## config.mk

```make
export PLATFORM = sky130hd
export DESIGN_NAME = fsm_seq_ctrl
export DESIGN_NICKNAME = d
export VERILOG_FILES = /design/src/rtl/fsm_seq_pkg.sv /design/src/rtl/fsm_seq_table.sv /design/src/rtl/fsm_seq_ctrl.sv
export SDC_FILE = /design/constraint.sdc
export NUM_CORES = 1
export LEC_CHECK = 0
export CORE_UTILIZATION = 51
export DETAILED_ROUTE_END_ITERATION = 16
export DONT_BUFFER_PORTS = 1
export MAX_ROUTING_LAYER = met4
export PLACE_DENSITY = 0.8
export REMOVE_ABC_BUFFERS = 1
export SYNTH_ARGS = -nofsm -noshare
export SYNTH_HDL_FRONTEND = slang
export SYNTH_SLANG_ARGS = --single-unit
```

## constraint.sdc

```tcl
create_clock -name clk -period 2 [get_ports clk]
set_input_delay 0.4 -clock clk [delete_from_list [all_inputs] [get_ports clk]]
set_output_delay 0.4 -clock clk [all_outputs]
set_load 0.02 [all_outputs]
```

## src/rtl/fsm_seq_pkg.sv

```systemverilog
// fsm_seq_pkg
// Shared types and default sizing for the fsm_seq_ctrl sequencer.
//   state_t : sequencer control states
//   row_t   : one transition/output table row {next0, next1, out}
//   *_DEF   : default state width, output width and stimulus depth
package fsm_seq_pkg;

  localparam int SW_DEF    = 1;
  localparam int OUT_W_DEF = 4;
  localparam int DEPTH_DEF = 16;

  typedef enum logic [1:0] {
    IDLE = 2'd0,
    DRST = 2'd1,
    STEP = 2'd2,
    FIN  = 2'd3
  } state_t;

  // Row widths follow the package defaults; the top's SW/OUT_W must match them.
  typedef struct packed {
    logic [SW_DEF-1:0]    next0;
    logic [SW_DEF-1:0]    next1;
    logic [OUT_W_DEF-1:0] out;
  } row_t;

endpackage

```

## src/rtl/fsm_seq_table.sv

```systemverilog
// fsm_seq_table
// Register-file transition/output table, one row per fsm state.
//   clk, reset : clock, synchronous active-high reset (clears every row)
//   we         : write strobe
//   wr_state   : row written
//   wr_row     : row contents {next0, next1, out}
//   rd_state   : row read (combinational)
//   rd_row     : contents of row rd_state
module fsm_seq_table
  import fsm_seq_pkg::*;
#(
  parameter int SW = SW_DEF
) (
  input  logic          clk,
  input  logic          reset,
  input  logic          we,
  input  logic [SW-1:0] wr_state,
  input  row_t          wr_row,
  input  logic [SW-1:0] rd_state,
  output row_t          rd_row
);

  localparam int ROWS = 1 << SW;

  row_t rows [ROWS];

  always_ff @(posedge clk) begin
    if (reset) begin
      for (int i = 0; i < ROWS; i++) rows[i] <= '0;
    end else if (we) begin
      rows[wr_state] <= wr_row;
    end
  end

  assign rd_row = rows[rd_state];

endmodule

```

## src/rtl/fsm_seq_ctrl.sv

```systemverilog
// fsm_seq_ctrl
// Programmable sequencer that resets, drives and checks a two-state Moore fsm.
//   clk, reset          : clock, synchronous active-high reset
//   cfg_*               : table write port (accepted in IDLE only)
//   stim_*              : stimulus memory write port (accepted in IDLE only)
//   start, seq_len      : launch a run of seq_len steps (saturated to DEPTH)
//   dut_out             : fsm output, combinational from dut_cs
//   dut_reset/cs/ns/in/exp : drive to the fsm (zero outside STEP, except dut_reset in DRST)
//   busy, done          : run in progress / one-cycle end-of-run pulse
//   pass, mismatch_cnt, first_err_idx, err_valid : results of the last run
module fsm_seq_ctrl
  import fsm_seq_pkg::*;
#(
  parameter int SW    = SW_DEF,
  parameter int OUT_W = OUT_W_DEF,
  parameter int DEPTH = DEPTH_DEF
) (
  input  logic                       clk,
  input  logic                       reset,
  input  logic                       cfg_we,
  input  logic [SW-1:0]              cfg_state,
  input  logic [SW-1:0]              cfg_next0,
  input  logic [SW-1:0]              cfg_next1,
  input  logic [OUT_W-1:0]           cfg_out,
  input  logic                       stim_we,
  input  logic [$clog2(DEPTH)-1:0]   stim_addr,
  input  logic                       stim_bit,
  input  logic                       start,
  input  logic [$clog2(DEPTH):0]     seq_len,
  input  logic [OUT_W-1:0]           dut_out,
  output logic                       dut_reset,
  output logic [SW-1:0]              dut_cs,
  output logic [SW-1:0]              dut_ns,
  output logic                       dut_in,
  output logic [OUT_W-1:0]           dut_exp,
  output logic                       busy,
  output logic                       done,
  output logic                       pass,
  output logic [$clog2(DEPTH):0]     mismatch_cnt,
  output logic [$clog2(DEPTH)-1:0]   first_err_idx,
  output logic                       err_valid
);

  localparam int              IW      = $clog2(DEPTH);
  localparam logic [IW:0]     DEPTH_L = (IW+1)'(DEPTH);

  function automatic logic [IW:0] sat_len(input logic [IW:0] len_in);
    return (len_in > DEPTH_L) ? DEPTH_L : len_in;
  endfunction

  state_t            state, state_nxt;
  logic [IW:0]       len;
  logic [IW:0]       idx;
  logic [SW-1:0]     cur;
  logic [SW-1:0]     next_cs;
  logic [DEPTH-1:0]  stim;
  row_t              cur_row;
  row_t              wr_row;
  logic              step_in;
  logic              miss;
  logic              last_step;
  logic              table_we;

  assign table_we     = cfg_we && (state == IDLE);
  assign wr_row.next0 = cfg_next0;
  assign wr_row.next1 = cfg_next1;
  assign wr_row.out   = cfg_out;

  fsm_seq_table #(.SW(SW)) u_table (
    .clk      (clk),
    .reset    (reset),
    .we       (table_we),
    .wr_state (cfg_state),
    .wr_row   (wr_row),
    .rd_state (cur),
    .rd_row   (cur_row)
  );

  assign step_in   = stim[idx[IW-1:0]];
  assign last_step = (idx == len - 1'b1);
  assign busy      = (state != IDLE);
  assign done      = (state == FIN);

  always_comb begin
    state_nxt = state;
    dut_reset = 1'b0;
    dut_cs    = '0;
    dut_ns    = '0;
    dut_in    = 1'b0;
    dut_exp   = '0;
    next_cs   = step_in ? cur_row.next1 : cur_row.next0;
    miss      = 1'b0;
    case (state)
      IDLE: if (start) state_nxt = DRST;
      DRST: begin
        dut_reset = 1'b1;
        state_nxt = (len != '0) ? STEP : FIN;
      end
      STEP: begin
        dut_in  = step_in;
        dut_cs  = cur;
        dut_ns  = next_cs;
        dut_exp = cur_row.out;
        // dut_out follows dut_cs combinationally, so compare in this same cycle.
        miss    = (dut_out != cur_row.out);
        if (last_step) state_nxt = FIN;
      end
      FIN:     state_nxt = IDLE;
      default: state_nxt = IDLE;
    endcase
  end

  always_ff @(posedge clk) begin
    if (reset) begin
      state         <= IDLE;
      len           <= '0;
      idx           <= '0;
      cur           <= '0;
      stim          <= '0;
      mismatch_cnt  <= '0;
      first_err_idx <= '0;
      err_valid     <= 1'b0;
      pass          <= 1'b0;
    end else begin
      state <= state_nxt;
      case (state)
        IDLE: begin
          if (stim_we) stim[stim_addr] <= stim_bit;
          if (start) begin
            len           <= sat_len(seq_len);
            mismatch_cnt  <= '0;
            first_err_idx <= '0;
            err_valid     <= 1'b0;
            pass          <= 1'b0;
          end
        end
        DRST: begin
          cur <= '0;
          idx <= '0;
          if (len == '0) pass <= 1'b1;
        end
        STEP: begin
          cur <= next_cs;
          idx <= idx + 1'b1;
          if (miss) begin
            mismatch_cnt <= mismatch_cnt + 1'b1;
            if (!err_valid) begin
              first_err_idx <= idx[IW-1:0];
              err_valid     <= 1'b1;
            end
          end
          // pass is settled on entry to FIN so it is already valid alongside done.
          if (last_step) pass <= ~(err_valid | miss);
        end
        default: ;
      endcase
    end
  end

endmodule
```

==> Implementation_results.wiki, run 1 <==
{| class="wikitable"
! Metric !! Value
|-
| Result of the run || complete, but fails checks
|-
| Violations in the final reports || negative setup slack
|-
| Layout net count || 376
|-
| Hold Path Class || in2reg
|-
| Pwr Total || 3.54 mW
|-
| Total die area || 0.00590 mm²
|-
| Die height || 76.8 µm
|-
| Relative slew slack || 66.3%
|-
| Routability congestion estimate from global placement || 0.867
|-
| Fraction of layout instances using a drive strength above 1 || 23.8%
|-
| Count of cell types in the netlist || 45
|-
| Average footprint of a synthesized cell || 8.95 µm²
|-
| # port buffers || 0
|-
| RSZ-0062 raised after global routing || yes
|-
| Starting Density || 54.5%
|-
| Crit path max fanout || 5
|-
| Peak VDD IR || 666 µV
|-
| Count of routing violations after the opening detailed-route iteration || 112
|-
| CP required || 1.60 ns
|-
| Worst setup path class || reg2out
|-
| Count of inserted antenna diode cells || 0
|-
| Root buffer selected by CTS || sky130_fd_sc_hd__clkbuf_8
|-
| Max capacitance violation total || 0
|-
| Leading area contributor after synthesis || sky130_fd_sc_hd__dfxtp_1
|-
| Core area || 0.00524 mm²
|-
| Share of synthesized registers carrying an async set or reset || 0%
|-
| Dominant register cell in the synthesized netlist || sky130_fd_sc_hd__dfxtp_1
|-
| Number of hold buffers added after cts || 0
|-
| DRC violations left || 0
|-
| Wire per inst || 16.0 µm
|-
| Share of the clock period used by the worst path after layout || 114%
|-
| Slack of the worst reg-to-reg path || -0.01 ns
|-
| TritonCTS clock tree || yes
|-
| Largest net degree at the start of global routing || 46
|-
| Portion of synthesized cell area occupied by the leading cell type || 28.7%
|-
| Clk Latency, worst-skew pair || 0.32 ns
|-
| Number of routed nets with antenna violations || 0
|-
| Count of fill cells added during filler insertion || 405
|-
| 1st-pass router iterations || 4
|-
| List of most frequent post-synthesis cells || 43 x sky130_fd_sc_hd__nor2_1, 41 x sky130_fd_sc_hd__dfxtp_1, 28 x sky130_fd_sc_hd__nand2_1
|-
| Worst Setup End Kind || output port
|-
| Initial antenna violation count || 0
|-
| Number of flip-flops and latches in the synthesized netlist || 53
|-
| Layout overhead on the synthesized area || 19.2%
|-
| Total power divided by cell area || 1040 mW/mm²
|-
| Detailed Route WL || 6610 µm
|-
| Endpoints failing hold || 0
|-
| Clock buffer count from CTS || 5
|-
| Final max-slew violation count || 0
|-
| Number of endpoints failing setup at the final stage || 3
|-
| Fmax || 0.440 GHz
|-
| Post-DP HPWL || 4510 µm
|-
| Minimum period implied by the final worst setup slack || 2.27 ns
|-
| Number of placement rows || 26
|-
| Warnings, synthesis || 0
|-
| Arrival time worst endpoint || 1.87 ns
|-
| Seq/Total Area, Yosys || 41.4%
|-
| Overflow left after global routing || 0
|-
| Clock-pin slew on the worst setup and hold paths || 0.10 ns
|-
| Number of enable flip-flop cells after synthesis || 12
|-
| Setup WS pre-CTS || -0.112 ns
|-
| Total number of clock tree sinks || 53
|-
| Max Buffers Root-to-Sink || 2
|-
| Post-detailed-route via-to-cell ratio || 5.80
|-
| Worst Tran Pin Value || 0.497 ns
|-
| Startpoint type of the worst setup path || flop
|-
| Post-Synthesis Cell Area || 0.00286 mm²
|-
| Post-synthesis cell count || 319
|-
| Number of levels the H-tree was split into || 2
|-
| Width of the die || 76.8 µm
|-
| Largest cells by area after synthesis || sky130_fd_sc_hd__dfxtp_1 29%, sky130_fd_sc_hd__edfxtp_1 13%, sky130_fd_sc_hd__mux2i_1 7.4%
|-
| Most common cell in the netlist || sky130_fd_sc_hd__nor2_1
|-
| Smallest setup slack after layout || -0.273 ns
|-
| Post-Route Setup TNS || -0.447 ns
|-
| Wire length of the first global-routing pass || 10400 µm
|-
| Clock skew after layout || 0.0104 ns
|-
| Number of global-route vias before repair || 2276
|-
| Static power due to leakage || 1.22 nW
|-
| Total GRT Usage || 22.7%
|-
| Number of ports placed on the die boundary || 47
|-
| Via Count || 2402
|}
## repair_timing
action / 4_1_cts / 5_1_grt
setup buffers: 2 / 2
endpoints found under the hold margin: 0 / 0
cloned: 0 / 0
endpoints found under the setup margin: 15 / 20
pin swaps: 2 / 12
resized for setup: 14 / 33
## layout make-up
cell class              instances  area, µm²  area share, %
inverters                       7       28.8          0.845
clock buffers                   5       68.8           2.02
repair buffers                 35        282           8.27
multi-input cells             241       1700           49.9
well taps                      70       87.6           2.57
clock inverters                 3       47.5           1.40
flip-flops and latches         53       1190           35.0
## path summary, 6_finish.rpt
kind,start,end,depth (start not counted)
min reg2reg,stim[10]$_SDFFE_PP0P_,stim[10]$_SDFFE_PP0P_,2
max reg2reg,len[1]$_SDFFE_PP0P_,state[0]$_SDFFE_PP0P_,7
min,reset,stim[4]$_SDFFE_PP0P_,1
max,idx[0]$_SDFFE_PP0P_,dut_ns,5
## report_power, final
| group | switching, mW | internal, mW |
|---|---|---|
| registers | 0.0801 | 1.20 |
| clock network | 0.384 | 0.382 |
| logic | 0.824 | 0.669 |
| total | 1.29 | 2.25 |
## worst max-delay path: stages, from the launching register on
cell	delay (ns)
sky130_fd_sc_hd__dfxtp_4	0.40
sky130_fd_sc_hd__mux4_2	0.51
sky130_fd_sc_hd__mux2i_2	0.20
sky130_fd_sc_hd__nor3_1	0.07
sky130_fd_sc_hd__a21oi_1	0.21
sky130_fd_sc_hd__nand2_2	0.15
## state kept, by name, indices dropped and copies added (netlist names), named ones only
signal and cells:
len 5, pass 1, idx 5, err_valid 1
u_table.rows 12, mismatch_cnt 5, first_err_idx 4, state 2
stim 16, cur 1
## per-stage QoR
step	utilization, %	cells	hold slack [ns]	cell area [µm²]
floorplan	-	301	0.444	2760
global placement	58.8	402	0.453	3080
detailed placement	58.8	402	0.460	3080
CTS	62.0	412	0.133	3250
global route	65.0	414	0.113	3400
finish	65.0	414	0.134	3400
## routing by layer
| layer | vias to the layer above | wire length, µm | GRT usage (%) | part of all wire (%) |
|---|---|---|---|---|
| li1 | 1182 | - | - | - |
| met1 | 1139 | 2690 | 26.9 | 41 |
| met2 | 67 | 3380 | 37.6 | 51 |
| met3 | 14 | 402 | 5.24 | 6.1 |
| met4 | 0 | 130 | 7.69 | 2.0 |
| met5 | - | 0 | - | 0 |
## logic make-up (layout without fill, tap and decap cells)
kind of cell,Yosys count,in the layout,synth area share (%)
adder cells (fa/ha/maj),7,7,3.07
AO/OA/AOI/OAI,54,54,11.5
buffers and inverters,25,50,4.34
multiplexers,27,27,11.4
AND/OR/NAND/NOR,143,143,25.2
XOR/XNOR,10,10,3.07
flip-flops,53,53,41.4
## cells in the final DEF, fill, tap and decap left out, types with 3 or more instances in the layout
| cell | n |
|---|---|
| sky130_fd_sc_hd__nor2_1 | 41 |
| sky130_fd_sc_hd__dfxtp_1 | 38 |
| sky130_fd_sc_hd__buf_4 | 31 |
| sky130_fd_sc_hd__a21oi_1 | 24 |
| sky130_fd_sc_hd__nand2_1 | 22 |
| sky130_fd_sc_hd__nand3_1 | 15 |
| sky130_fd_sc_hd__mux2i_1 | 14 |
| sky130_fd_sc_hd__and2_1 | 13 |
| sky130_fd_sc_hd__edfxtp_1 | 12 |
| sky130_fd_sc_hd__nor3_1 | 11 |
| sky130_fd_sc_hd__o21ai_0 | 11 |
| sky130_fd_sc_hd__nand4b_1 | 8 |
| sky130_fd_sc_hd__xnor2_1 | 7 |
| sky130_fd_sc_hd__nand2b_1 | 6 |
| sky130_fd_sc_hd__nand2_2 | 6 |
| sky130_fd_sc_hd__inv_1 | 6 |
| sky130_fd_sc_hd__nor3b_1 | 5 |
| sky130_fd_sc_hd__ha_1 | 5 |
| sky130_fd_sc_hd__clkbuf_8 | 5 |
| sky130_fd_sc_hd__mux4_2 | 4 |
| sky130_fd_sc_hd__mux2i_2 | 4 |
| sky130_fd_sc_hd__a31oi_1 | 4 |
| sky130_fd_sc_hd__mux2i_4 | 3 |
| sky130_fd_sc_hd__o21ai_1 | 3 |
| sky130_fd_sc_hd__nor2b_1 | 3 |
| sky130_fd_sc_hd__buf_6 | 3 |
Note: power is estimated with default switching activity, not from simulation.
==> inputs of run 2 (changes only) <==
PLACE_DENSITY = 0.79   (was 0.8)
==> Implementation_results.wiki, run 2 (synthesized netlist as in run 1, its figures left out) <==
{| class="wikitable"
! Metric !! Value
|-
| Reg-to-reg critical path startpoint || state[0]$_SDFFE_PP0P_
|-
| Number of hold buffers added after cts || 0
|-
| Share of the clock period used by the worst path after layout || 111%
|-
| Fmax || 0.450 GHz
|-
| Worst setup path class || reg2out
|-
| Final max-slew violation count || 0
|-
| Layout net count || 380
|-
| Area of placed instances || 0.00309 mm²
|-
| Violations in the final reports || negative setup slack
|-
| Clock skew after layout || 0.00378 ns
|-
| 1st-pass router iterations || 4
|-
| Post-Route Setup TNS || -0.419 ns
|-
| Reg-to-reg endpoint || mismatch_cnt[4]$_SDFFE_PP0P_
|-
| Worst Setup End Kind || output port
|-
| Cells on worst reg2reg path || 8
|-
| Max capacitance violation total || 0
|-
| Width of the die || 76.8 µm
|-
| Total GRT Usage || 23.1%
|-
| Total number of clock tree sinks || 53
|-
| DRC violations left || 0
|-
| Cell depth of the worst hold path || 1
|-
| Routability congestion estimate from global placement || 0.841
|-
| Arrival time worst endpoint || 1.82 ns
|-
| Max reg flops || 16
|-
| Result of the run || complete, but fails checks
|-
| Initial antenna violation count || 0
|-
| Count of fill cells added during filler insertion || 413
|-
| Clock buffer count from CTS || 5
|-
| Number of routed nets with antenna violations || 0
|-
| Pwr Total || 3.43 mW
|-
| Count of routing violations after the opening detailed-route iteration || 116
|-
| Most common cell after layout, fill and taps aside || sky130_fd_sc_hd__nor2_1
|-
| Number of placement rows || 26
|-
| Wire length of the first global-routing pass || 10600 µm
|-
| Top flop regs || stim x16, u_table.rows x12
|-
| Clock-pin slew on the worst setup and hold paths || 0.10 ns
|-
| Final hold slack || 0.146 ns
|-
| Setup WS pre-CTS || -0.135 ns
|-
| # port buffers || 0
|-
| Detailed Route WL || 6840 µm
|-
| Number of ports placed on the die boundary || 47
|-
| Core area || 0.00524 mm²
|-
| Total die area || 0.00590 mm²
|-
| Wire per inst || 16.4 µm
|-
| Static power due to leakage || 1.22 nW
|-
| Summed area of non-filler cells in the final layout || 0.00340 mm²
|-
| Non-Filler Instances || 418
|-
| Smallest setup slack after layout || -0.220 ns
|-
| Relative slew slack || 69.3%
|-
| Most used cells in the layout excluding fill and tap cells || 42 x sky130_fd_sc_hd__nor2_1, 39 x sky130_fd_sc_hd__dfxtp_1, 38 x sky130_fd_sc_hd__buf_4, 27 x sky130_fd_sc_hd__nand2_1, 23 x sky130_fd_sc_hd__a21oi_1
|-
| Die height || 76.8 µm
|-
| Clk Latency, worst-skew pair || 0.31 ns
|-
| Number of endpoints failing setup at the final stage || 3
|-
| Overflow left after global routing || 0
|-
| Hold Path Class || in2reg
|-
| Slack of the worst reg-to-reg path || -0.01 ns
|-
| Post-DP HPWL || 4610 µm
|-
| RSZ-0062 raised after global routing || yes
|-
| Number of placed cells counting well taps || 403
|-
| Root buffer selected by CTS || sky130_fd_sc_hd__clkbuf_8
|-
| Peak VDD IR || 550 µV
|-
| Crit path max fanout || 5
|-
| Post-detailed-route via-to-cell ratio || 5.85
|-
| Endpoints failing hold || 0
|-
| Layout overhead on the synthesized area || 19.0%
|-
| Largest net degree at the start of global routing || 46
|-
| Fraction of layout instances using a drive strength above 1 || 23.3%
|-
| Startpoint of the most critical hold path || reset
|-
| Starting Density || 54.5%
|-
| Max Buffers Root-to-Sink || 2
|-
| Minimum period implied by the final worst setup slack || 2.22 ns
|-
| Post-Route Utilization || 64.9%
|-
| Worst Tran Pin Value || 0.454 ns
|-
| Count of inserted antenna diode cells || 0
|-
| Number of global-route vias before repair || 2326
|-
| Total power divided by cell area || 1010 mW/mm²
|-
| CP required || 1.60 ns
|-
| Capture endpoint of the worst hold path || stim[11]$_SDFFE_PP0P_
|-
| TritonCTS clock tree || yes
|-
| Via Count || 2447
|-
| Largest register by flop count || stim
|-
| Number of levels the H-tree was split into || 2
|-
| Startpoint type of the worst setup path || flop
|}
run 2: cell types whose count changed in the layout (fill, tap and decap cells not counted), moves of 3 or more:
cell / before / now
sky130_fd_sc_hd__buf_4: 31 / 38
sky130_fd_sc_hd__buf_6: 3 / 0
sky130_fd_sc_hd__mux2i_2: 4 / 1
sky130_fd_sc_hd__nand2_1: 22 / 27
sky130_fd_sc_hd__nand2_2: 6 / 1
sky130_fd_sc_hd__o21ai_1: 3 / 0
run 2: worst max-delay path by stage:
stage / startpoint / to
CTS: idx[0]$_SDFFE_PP0P_ / dut_ns
finish: idx[0]$_SDFFE_PP0P_ / dut_ns
floorplan: state[0]$_SDFFE_PP0P_ / mismatch_cnt[3]$_SDFFE_PP0P_
detailed placement: idx[0]$_SDFFE_PP0P_ / dut_ns
global route: idx[0]$_SDFFE_PP0P_ / dut_ns
global placement: idx[0]$_SDFFE_PP0P_ / dut_ns
run 2: layer usage:
metal / vias up / part of all wire, % / global-route usage [%]
met3: 19 / 5.2 / 6.07
li1: 1189 / - / -
met1: 1167 / 40 / 24.9
met4: 0 / 2.4 / 7.69
met2: 72 / 52 / 40.8
met5: - / 0 / -
run 2: repair_timing:
| item | in CTS | in global routing |
|---|---|---|
| resized for setup | 17 | 21 |
| pin swaps | 3 | 2 |
| endpoints found under the setup margin | 4 | 18 |
| buffers inserted | 2 | 5 |
run 2: cell type report:
class	count	area, µm²	share of cell area (%)
Multi-Input combinational cell	241	1700	50.0
Sequential cell	53	1190	35.0
Timing Repair Buffer	39	300	8.84
Tap cell	70	87.6	2.58
Clock buffer	5	68.8	2.03
Inverter	7	30.0	0.884
Clock inverter	3	22.5	0.663
run 2: power breakdown:
| part | leakage [nW] | internal, mW | switching (mW) | total, mW |
|---|---|---|---|---|
| clock network | 0.0481 | 0.249 | 0.368 | 0.617 |
| registers | 0.458 | 1.20 | 0.0866 | 1.28 |
| logic | 0.715 | 0.723 | 0.810 | 1.53 |
| total | 1.22 | 2.17 | 1.26 | 3.43 |
run 2: worst max-delay path, stage by stage (launching register included):
cell and delay (ns):
sky130_fd_sc_hd__dfxtp_4 0.41, sky130_fd_sc_hd__mux4_2 0.54, sky130_fd_sc_hd__mux2i_4 0.21, sky130_fd_sc_hd__o21ai_2 0.10
sky130_fd_sc_hd__o21ai_2 0.10, sky130_fd_sc_hd__nand2_2 0.14
==> inputs of run 3 (changes only) <==
ABC_AREA = 1   (was unset)
==> Implementation_results.wiki, run 3 <==
{| class="wikitable"
! Metric !! Value
|-
| Overflow left after global routing || 0
|-
| Count of cell types in the netlist || 29
|-
| Fraction of layout instances using a drive strength above 1 || 14.0%
|-
| Total die area || 0.00597 mm²
|-
| 1st-pass router iterations || 4
|-
| Number of placed cells counting well taps || 473
|-
| Reg-to-reg critical path startpoint || state[0]$_SDFFE_PP0P_
|-
| Initial antenna violation count || 0
|-
| Layout net count || 445
|-
| Top flop regs || stim x16, u_table.rows x12
|-
| Cell Chain, Critical Path || buf_6 -> o211ai_1 -> nand3_1 -> nand3_2 -> nand2_1 -> nand2_1 -> nand3_2 -> inv_2
|-
| Clk network pwr share || 18.1%
|-
| Dominant register cell in the synthesized netlist || sky130_fd_sc_hd__dfxtp_1
|-
| RSZ-0062 raised after global routing || yes
|-
| # port buffers || 0
|-
| Most common cell in the netlist || sky130_fd_sc_hd__nand2_1
|-
| Count of routing violations after the opening detailed-route iteration || 137
|-
| Portion of synthesized cell area occupied by the leading cell type || 28.4%
|-
| Hold Path Class || in2reg
|-
| Smallest setup slack after layout || 0.0277 ns
|-
| Post-Route Setup TNS || 0 ns
|-
| Post-synthesis cell count || 398
|-
| Static power due to leakage || 1.32 nW
|-
| Count of fill cells added during filler insertion || 533
|-
| DRC violations left || 0
|-
| Most used cells in the layout excluding fill and tap cells || 93 x sky130_fd_sc_hd__nand2_1, 52 x sky130_fd_sc_hd__inv_1, 39 x sky130_fd_sc_hd__a21oi_1, 38 x sky130_fd_sc_hd__dfxtp_1, 36 x sky130_fd_sc_hd__nand3_1
|-
| Final max-slew violation count || 0
|-
| Clk Latency, worst-skew pair || 0.31 ns
|-
| Number of hold buffers added after cts || 0
|-
| Critical path buffers and inverters || 2
|-
| Number of global-route vias before repair || 2462
|-
| Delay of the slowest cell on the worst path || 0.37 ns
|-
| CP required || 1.60 ns
|-
| Max capacitance violation total || 0
|-
| Number of ports placed on the die boundary || 47
|-
| Total power divided by cell area || 1060 mW/mm²
|-
| Via Count || 2592
|-
| Max Buffers Root-to-Sink || 2
|-
| Arrival time worst endpoint || 1.57 ns
|-
| Wire per inst || 13.2 µm
|-
| Non-Filler Instances || 485
|-
| Proportion of total power due to net switching || 41.5%
|-
| Cell at the slowest stage of the critical path || sky130_fd_sc_hd__dfxtp_4
|-
| Relative slew slack || 70.3%
|-
| Average footprint of a synthesized cell || 7.27 µm²
|-
| Seq/Total Area, Yosys || 40.8%
|-
| Fmax || 0.507 GHz
|-
| Clock buffer count from CTS || 5
|-
| Clock-pin slew on the worst setup and hold paths || 0.10 ns
|-
| Worst setup startpoint || idx[0]$_SDFFE_PP0P_
|-
| Core area || 0.00547 mm²
|-
| Largest register by flop count || stim
|-
| Root buffer selected by CTS || sky130_fd_sc_hd__clkbuf_8
|-
| Worst setup path class || reg2out
|-
| Number of flip-flops and latches in the synthesized netlist || 53
|-
| Die height || 77.3 µm
|-
| Leading area contributor after synthesis || sky130_fd_sc_hd__dfxtp_1
|-
| Number of levels the H-tree was split into || 2
|-
| Post-detailed-route via-to-cell ratio || 5.34
|-
| Peak VDD IR || 514 µV
|-
| Starting Density || 52.8%
|-
| Largest cells by area after synthesis || sky130_fd_sc_hd__dfxtp_1 28%, sky130_fd_sc_hd__edfxtp_1 12%, sky130_fd_sc_hd__nand2_1 12%
|-
| Reg power frac || 40.4%
|-
| Warnings, synthesis || 0
|-
| Number of enable flip-flop cells after synthesis || 12
|-
| Worst Tran Pin Value || 0.443 ns
|-
| Post-Synthesis Cell Area || 0.00289 mm²
|-
| Endpoints failing hold || 0
|-
| Total GRT Usage || 22.9%
|-
| Number of endpoints failing setup at the final stage || 0
|-
| Number of routed nets with antenna violations || 0
|-
| Max reg flops || 16
|-
| TritonCTS clock tree || yes
|-
| Startpoint of the most critical hold path || reset
|-
| Result of the run || complete, no violations
|-
| Clock skew after layout || 0.00873 ns
|-
| Share of synthesized registers carrying an async set or reset || 0%
|-
| Minimum period implied by the final worst setup slack || 1.97 ns
|-
| Share of the clock period used by the worst path after layout || 98.6%
|-
| Largest net degree at the start of global routing || 24
|-
| Setup WS pre-CTS || 0.146 ns
|-
| Routability congestion estimate from global placement || 0.873
|-
| Int Power || 1.98 mW
|-
| CP delay by family, top || simple AND/OR/NAND/NOR gates
|-
| Wire length of the first global-routing pass || 10700 µm
|-
| List of most frequent post-synthesis cells || 93 x sky130_fd_sc_hd__nand2_1, 54 x sky130_fd_sc_hd__inv_1, 41 x sky130_fd_sc_hd__dfxtp_1
|-
| Total number of clock tree sinks || 53
|-
| Relative contribution of combinational cells to total power || 41.6%
|-
| Number of placement rows || 27
|-
| Worst Setup End Kind || output port
|-
| Detailed Route WL || 6410 µm
|-
| Layout overhead on the synthesized area || 10.6%
|-
| Crit path max fanout || 7
|-
| Width of the die || 77.3 µm
|-
| Net switching power of the design || 1.41 mW
|-
| Most common cell after layout, fill and taps aside || sky130_fd_sc_hd__nand2_1
|-
| Count of inserted antenna diode cells || 0
|-
| Post-DP HPWL || 4850 µm
|-
| Startpoint type of the worst setup path || flop
|}
run 3: layer usage:
layer	global-route usage [%]	routed length (µm)
met1	26.5	2680
met2	39.7	3270
met3	4.05	344
met4	7.36	108
met5	-	0
run 3: power groups by stage:
stage               combinational (mW)  sequential, mW  clock [mW]
floorplan                        0.978            1.36           0
finish                            1.41            1.37       0.612
CTS                               1.36            1.36       0.621
global route                      1.60            1.39       0.655
detailed placement                1.34            1.38           0
global placement                  1.31            1.37           0
run 3: worst paths after layout:
check	end	slack (ns)	cells past startpoint
max	dut_ns	0.03	8
min	first_err_idx[3]$_SDFFE_PP0P_	0.15	1
max reg2reg	stim[3]$_SDFFE_PP0P_	0.20	7
min reg2reg	stim[13]$_SDFFE_PP0P_	0.46	2
run 3: final cells by class:
class,instances,area [µm²],share of cell area [%]
multi-input cells,276,1450,45.4
flip-flops and latches,53,1190,37.1
inverters,55,214,6.69
repair buffers,21,165,5.16
well taps,72,90.1,2.82
clock buffers,5,68.8,2.15
clock inverters,3,21.3,0.665
run 3: cell families after synthesis:
logic type      count (synthesis)  synth area share [%]
compound gates                 71                  13.8
xor+xnor                        6                  1.82
fa+ha+maj                       7                  3.03
buf+inv                        69                  10.3
flops                          53                  40.8
simple gates                  192                  30.2
run 3: through the flow:
step	area, µm²	power [mW]	hold slack (ns)	util [%]
2_1_floorplan	2810	2.34	0.430	-
3_3_place_gp	3030	2.68	0.442	55.3
3_5_place_dp	3030	2.72	0.446	55.3
4_1_cts	3140	3.34	0.135	57.4
5_1_grt	3200	3.64	0.133	58.4
6_report	3200	3.39	0.148	58.4
run 3: what timing repair did:
| item | 4_1_cts | 5_1_grt |
|---|---|---|
| gates resized for setup | 6 | 11 |
| pin swaps | 0 | 3 |
| setup buffers | 1 | 2 |
| endpoints found under the setup margin | 2 | 8 |
| gates cloned | 0 | 1 |
